<file path="config.mk">
export PLATFORM = sky130hd
export DESIGN_NAME = delay_line_prog
export DESIGN_NICKNAME = d
export VERILOG_FILES = /design/src/rtl/delay_line_prog.sv
export SDC_FILE = /design/constraint.sdc
export NUM_CORES = 1
export LEC_CHECK = 0
export BUFFER_PORTS_ARGS = -buffer_cell sky130_fd_sc_hd__buf_2
export CAP_MARGIN = 20
export CORE_ASPECT_RATIO = 0.75
export CORE_MARGIN = 5
export CORE_UTILIZATION = 52
export CTS_CLUSTER_SIZE = 20
export DETAILED_ROUTE_END_ITERATION = 7
export MAX_ROUTING_LAYER = met4
export PLACE_DENSITY = 0.68
export SLEW_MARGIN = 15
export SYNTH_ARGS = -nofsm -noshare
export SYNTH_HDL_FRONTEND = slang
export SYNTH_SLANG_ARGS = --single-unit
</file>
<file path="constraint.sdc">
create_clock -name clk_i -period 2.7 [get_ports clk_i]
set_input_delay 0.405 -clock clk_i [delete_from_list [all_inputs] [get_ports clk_i]]
set_output_delay 0.405 -clock clk_i [all_outputs]
set_load 0.05 [all_outputs]
</file>
<file path="src/rtl/delay_line_prog.sv">
// Runtime-programmable, valid-tagged delay line.
// A fixed chain of MAX_LATENCY {valid, data} stages shifts on every enabled edge; the
// output tap is picked by the latency in force, with a combinational bypass at latency 0.
// Loading a new latency flushes in-flight samples so that nothing from the old alignment
// ever reaches the consumer.
module delay_line_prog #(
   parameter int unsigned WIDTH         = 8,
   parameter int unsigned MAX_LATENCY   = 16,
   parameter int unsigned LAT_W         = 5,
   parameter int unsigned RESET_LATENCY = 1
) (
   input  logic             clk_i,
   input  logic             rst_i,
   input  logic             en_i,
   input  logic             lat_load_i,
   input  logic [LAT_W-1:0] lat_in_i,
   input  logic             in_valid_i,
   input  logic [WIDTH-1:0] in_data_i,
   output logic             out_valid_o,
   output logic [WIDTH-1:0] out_data_o,
   output logic [LAT_W-1:0] lat_cur_o,
   output logic             primed_o,
   output logic             lat_err_o
);

   localparam logic [LAT_W:0]   MaxLatExt = (LAT_W+1)'(MAX_LATENCY);
   localparam logic [LAT_W-1:0] MaxLat    = LAT_W'(MAX_LATENCY);
   localparam logic [LAT_W-1:0] ResetLat  = LAT_W'(RESET_LATENCY);

   logic [MAX_LATENCY-1:0] valid_q, valid_d;
   logic [WIDTH-1:0]       data_q [MAX_LATENCY];
   logic [WIDTH-1:0]       data_d [MAX_LATENCY];
   logic [LAT_W-1:0]       lat_cur_q, lat_cur_d;
   logic [LAT_W:0]         fill_cnt_q, fill_cnt_d;
   logic                   lat_err_q, lat_err_d;

   logic                   tap_valid;
   logic [WIDTH-1:0]       tap_data;
   logic                   byp_valid;

   // Next state: shift on enable, then apply a latency load (flush) on top of it.
   always_comb begin
      valid_d    = valid_q;
      data_d     = data_q;
      lat_cur_d  = lat_cur_q;
      fill_cnt_d = fill_cnt_q;
      lat_err_d  = lat_err_q;

      if (en_i) begin
         valid_d[0] = in_valid_i;
         data_d[0]  = in_data_i;
         for (int i = 1; i < MAX_LATENCY; i++) begin
            valid_d[i] = valid_q[i-1];
            data_d[i]  = data_q[i-1];
         end
         if (fill_cnt_q < MaxLatExt) begin
            fill_cnt_d = fill_cnt_q + (LAT_W+1)'(1);
         end
      end

      if (lat_load_i) begin
         if ({1'b0, lat_in_i} > MaxLatExt) begin
            lat_cur_d = MaxLat;
            lat_err_d = 1'b1;
         end else begin
            lat_cur_d = lat_in_i;
            lat_err_d = 1'b0;
         end
         // Data bits are left stale; the output mask hides them.
         for (int i = 1; i < MAX_LATENCY; i++) begin
            valid_d[i] = 1'b0;
         end
         // With en=1 stage 0 holds the first sample under the new latency.
         if (!en_i) begin
            valid_d[0] = 1'b0;
         end
         fill_cnt_d = {{LAT_W{1'b0}}, en_i};
      end
   end

   // State registers with synchronous reset taking priority over everything.
   always_ff @(posedge clk_i) begin
      if (rst_i) begin
         valid_q <= '0;
         for (int i = 0; i < MAX_LATENCY; i++) begin
            data_q[i] <= '0;
         end
         lat_cur_q  <= ResetLat;
         fill_cnt_q <= '0;
         lat_err_q  <= 1'b0;
      end else begin
         valid_q <= valid_d;
         for (int i = 0; i < MAX_LATENCY; i++) begin
            data_q[i] <= data_d[i];
         end
         lat_cur_q  <= lat_cur_d;
         fill_cnt_q <= fill_cnt_d;
         lat_err_q  <= lat_err_d;
      end
   end

   // Output tap: stage lat_cur-1, or the live input when latency is 0.
   always_comb begin
      tap_valid = 1'b0;
      tap_data  = '0;
      for (int i = 0; i < MAX_LATENCY; i++) begin
         if (lat_cur_q == LAT_W'(i + 1)) begin
            tap_valid = valid_q[i];
            tap_data  = data_q[i];
         end
      end
      byp_valid = in_valid_i & en_i;
      if (lat_cur_q == '0) begin
         out_valid_o = byp_valid;
         out_data_o  = byp_valid ? in_data_i : '0;
      end else begin
         out_valid_o = tap_valid;
         out_data_o  = tap_valid ? tap_data : '0;
      end
   end

   assign lat_cur_o = lat_cur_q;
   assign lat_err_o = lat_err_q;
   assign primed_o  = (fill_cnt_q >= {1'b0, lat_cur_q});

endmodule
</file>
Word level (Yosys, flattened, before mapping)
Cells that the tools add are included.
Storage, ports and cells
  register bits: 156
  input bits: 18
  word-level logic and storage cells: 93
  output and inout port bits: 16
Operators by class
  reductions and logical operators: 6
  add/subtract/negate cells: 1
  $lt $le $gt $ge: 3
  equality and inequality tests: 16
  mux-type cells: 44
  bitwise gates (word level): 1
Operator list (number)
  8-bit 2-to-1 mux: 19
  5-bit by 4-bit equality test with 1-bit output (second input constant): 8
  1-bit 2-to-1 mux: 24
  5-bit by 3-bit equality test with 1-bit output (second input constant): 4
  5-bit by 2-bit equality test with 1-bit output (second input constant): 2
  6-bit by 1-bit adder with 6-bit output (second input constant): 1
  6-bit by 5-bit greater-or-equal comparator with 1-bit output: 1
  6-bit by 5-bit < comparator with 1-bit output (second input constant): 1
  5-bit by 1-bit equality test with 1-bit output (second input constant): 1
  5-bit equality test (second input constant): 1
  5-bit > comparator (second input constant): 1
  5-bit zero test: 1
  5-bit 2-to-1 mux: 1
  2-bit AND reduction: 2
  2-bit nonzero test: 2
  2-bit OR reduction: 1
  1-bit bitwise AND: 1

Longest topological paths before layout
  depth after elaboration: 19
  depth in mapped cells: 9
  gate-level depth less buffers: 8

Worst setup path after synthesis
Ideal clock, no wire load.
  path type: register to output
  start point: reg lat_cur_q[1], in the netlist lat_cur_o[1]
  end point: out out_data_o[0]
  arrival time: 2.990 ns
  required time: 2.295 ns
  stages on the path, launching flop included: 9
  path slack: -0.695 ns
  path buffers: 2
  cells stage by stage: dfxtp_1 buf_4 buf_4 nor3b_1 nand3_1 a22o_1 a21oi_1 nor3_1 a211oi_1
Between the ends
  cells in the longest elaborated chain, start to end: 19
  elaborated cells between the ends (all ways): 51
Ends and longest elaborated chain
  from (decl): line 33  | logic [LAT_W-1:0] lat_cur_q, lat_cur_d;
  from (signal assigned): line 88  | lat_cur_q <= ResetLat;
  from (signal assigned): line 96  | lat_cur_q <= lat_cur_d;
  5-bit by 1-bit equality test with 1-bit output: line 107  | if (lat_cur_q == LAT_W'(i + 1)) begin
  8-bit 2-to-1 mux or 1-bit 2-to-1 mux (tied branches) (16 in a row): line 107
  8-bit 2-to-1 mux: line 118  | out_data_o = tap_valid ? tap_data : '0;
  8-bit 2-to-1 mux (*): line 113  | if (lat_cur_q == '0) begin
  to (decl): line 20  | output logic [WIDTH-1:0] out_data_o,
Mark *: on every way between the ends. The rest lies on a longest branch, timed or not.

Worst setup path in the final report
  start point: reg lat_cur_q[0], in the netlist lat_cur_o[0]
  end point: out out_data_o[0]
Same word-level chain as after synthesis.

==> impl_results.md <==
* Outcome: complete, but fails checks
* Failing checks: setup timing
* DR vias at ~6500
* ANT nets after route at 0
* Register area share after synthesis at around 43%
* Mean Syn Cell Area at 8.972 µm²
* Synth unique cells at slightly above 60
* Endpoints failing hold at 0
* Worst setup margin at -0.1613 ns
* Setup Viol. Count Final at 10
* Most frequent cell after synthesis: nor2_1
* Final net count at between 900 and 1000
* Post-Place Worst Slack at -0.1453 ns
* Vias in the first global route at around 6300
* Post-route clock skew at a little over 0.006 ns
* Placer Congestion at 0.9675
* Clock transition at path regs at ~0.060 ns
* Startpoint Class: flip-flop
* Share of cells above drive strength 1 at approximately 24%
* Max Slew Vio Count at 0
* Detailed placer's ending HPWL at between 15 and 20 mm
* #FFs+latches synth at roughly 160
* Wire per inst at ~22 µm
* YS warnings at 0
* Via/cell ratio at about 6
* Tightest Pin Transition at 1.138 ns
* Clk sinks at about 160
* TritonRoute pass-1 iters at 5
* Worst vdd ir at 0.4103 mV
* Syn-to-layout area delta at 26.85%
* Antenna violations before repair at 0
* Critical Path RT at ~2.3 ns
* CTS tree: done
* Top post-synthesis cells by area: dfxtp_1 43%, mux2i_1 21%, nor2_1 9.3%, a21oi_1 2.9%, nand2_1 2.1%
* Syn Std Cell Area at ~7300 µm²
* Starting Density at 53.24%
* Number of CTS-inserted buffers at 17
* Clock root buffer: clkbuf_16
* Htree depth at 4
* First-iteration detailed-routing DRC count at a little over 800
* Largest net degree at the start of global routing at between 100 and 150
* Worst Hold Class: input port to flip-flop
* I/O Pins at 34
* Commonest cells in the netlist: 182 x nor2_1, 156 x dfxtp_1, 155 x mux2i_1
* Setup crit end kind: output port
* Pwr dens at 591.4 nW/µm²
* Worst Path Arrival at 2.46 ns
* TNS Setup at -1.173 ns
* Final design utilization at between 60% and 70%
* Core area at 13750 µm²
* Ys flop type: dfxtp_1
* Hold_ws at 0.2378 ns
* Routed WL at 23.59 mm
* Fin crit period at around 2.9 ns
* Slew margin rel. at about a quarter
* Worst-Skew Late Latency at about 0.42 ns
* Rows at 37
* Post-Synthesis Cells at just over 800
* Drc violations at 0
* Power, Total at roughly 0.0055 W
* Share of the synthesized area in the top cell type at ~43%
* Maxcap violations at 0
* RSZ-0062 raised after global routing: true
* Die Height at 112.8 µm
* GRT Residual Overflow at 0
* Post-synth EDFFs at 0
* First-pass GRT wire length at approximately 37 mm
* Die width at between 100 and 150 µm
* Port Buffers at 33
* Net Count, Synth at 840
* Pleak at between 3 and 4 nW
* Asr flop ratio synth at 0%
* Critical path class: flip-flop to output port
* Die area at roughly 17000 µm²
* Final Cycle Share at 106.0%
* Total track usage at between 20 and 30%
* Inserted Diodes at 0
* Clock Tree Buf Depth at 2
* Critical Path Fanout Max at 7
* Fmax at about 0.35 GHz
* Post-synth top area cell: dfxtp_1
==> per-layer routing <==
| metal | GRT usage, % | vias up | wire (µm) |
|---|---|---|---|
| met4 | 7.014 | 0 | 393 |
| met2 | 41.49 | 276 | 10080 |
| met5 | - | - | 0 |
| met1 | 41.59 | 3177 | 11100 |
| met3 | 8.086 | 42 | 2011 |
| li1 | - | 3047 | - |
==> flip-flops by register name (all words and copies together) (netlist names), named ones only <==
| name | flops |
|---|---|
| data_q | 128 |
| valid_q | 15 |
| lat_cur_o | 5 |
| lat_err_o | 1 |
| fill_cnt_q | 6 |
==> layout make-up <==
class | instances | area, µm²
clock buffer | 17 | 425.4
multi-input combinational | 595 | 4209
timing repair buffer | 119 | 1057
fill | 1135 | 4463
clock inverter | 15 | 190.2
inverter | 10 | 46.29
tap | 175 | 219.0
sequential | 156 | 3139
==> cell families (layout without fill, tap and decap cells) <==
logic type | Yosys count | in the layout | synth area share, %
xor+xnor | 2 | 2 | 0.2393
mux | 161 | 161 | 22.27
compound gates | 139 | 139 | 12.58
flops | 156 | 156 | 42.66
simple gates | 287 | 287 | 17.31
fa+ha+maj | 6 | 6 | 1.025
buf+inv | 65 | 161 | 3.914
==> timing repair <==
action,in CTS,in global routing
endpoints found under the setup margin,10,10
buffers inserted,13,6
pin swaps,21,15
hold buffers,0,0
cloned,2,0
gates resized for setup,77,17
==> power by group <==
part | leakage [nW] | switching [W] | internal, W
logic | 2.37 | 0.000384 | 0.000285
registers | 1.26 | 0.0000275 | 0.00232
clock network | 0.297 | 0.00100 | 0.00147
total | 3.93 | 0.00141 | 0.00408
==> critical path, cell delays in order, from the launching register on <==
cell      delay [ns]
dfxtp_4         0.37
buf_12          0.15
buf_12          0.13
nand3b_1        0.17
buf_4           0.17
o21ai_0         0.07
a22o_1          0.23
a21oi_2         0.23
nor3_2          0.09
a211oi_4        0.21
buf_6           0.20
==> final timing paths <==
kind	startpoint	end	slack [ns]	cells after the start
hold / removal	lat_in_i[2]	lat_cur_o[2]	0.24	3
hold reg to reg	fill_cnt_q[5]	fill_cnt_q[5]	0.45	2
setup / recovery	lat_cur_o[0]	out_data_o[0]	-0.16	10
setup reg to reg	fill_cnt_q[5]	fill_cnt_q[3]	1.53	5
==> metrics by stage <==
step	instances	area, µm²
2_1_floorplan	816	7398
3_3_place_gp	1034	8120
3_5_place_dp	1034	8120
4_1_cts	1081	9170
5_1_grt	1087	9286
6_report	1087	9286
==> layout by cell type (no fill, tap or decap), types with 4 or more instances in the layout <==
cell	n
a21oi_2	5
a22o_1	4
buf_12	8
o22ai_1	4
o21ai_0	17
inv_1	6
nor2_1	177
nor2_2	4
nand2_1	40
nand3_1	9
nor3_1	5
a22oi_1	13
o21ai_1	4
dfxtp_4	4
a21oi_1	37
dfxtp_1	151
ha_1	6
mux2i_1	155
clkbuf_16	17
o221ai_1	6
mux2_2	5
clkinvlp_4	4
nor2b_1	4
clkinv_4	5
buf_4	72
nand3b_1	7
buf_6	14
buf_2	21
No activity file was read; power rests on OpenSTA's default activity.
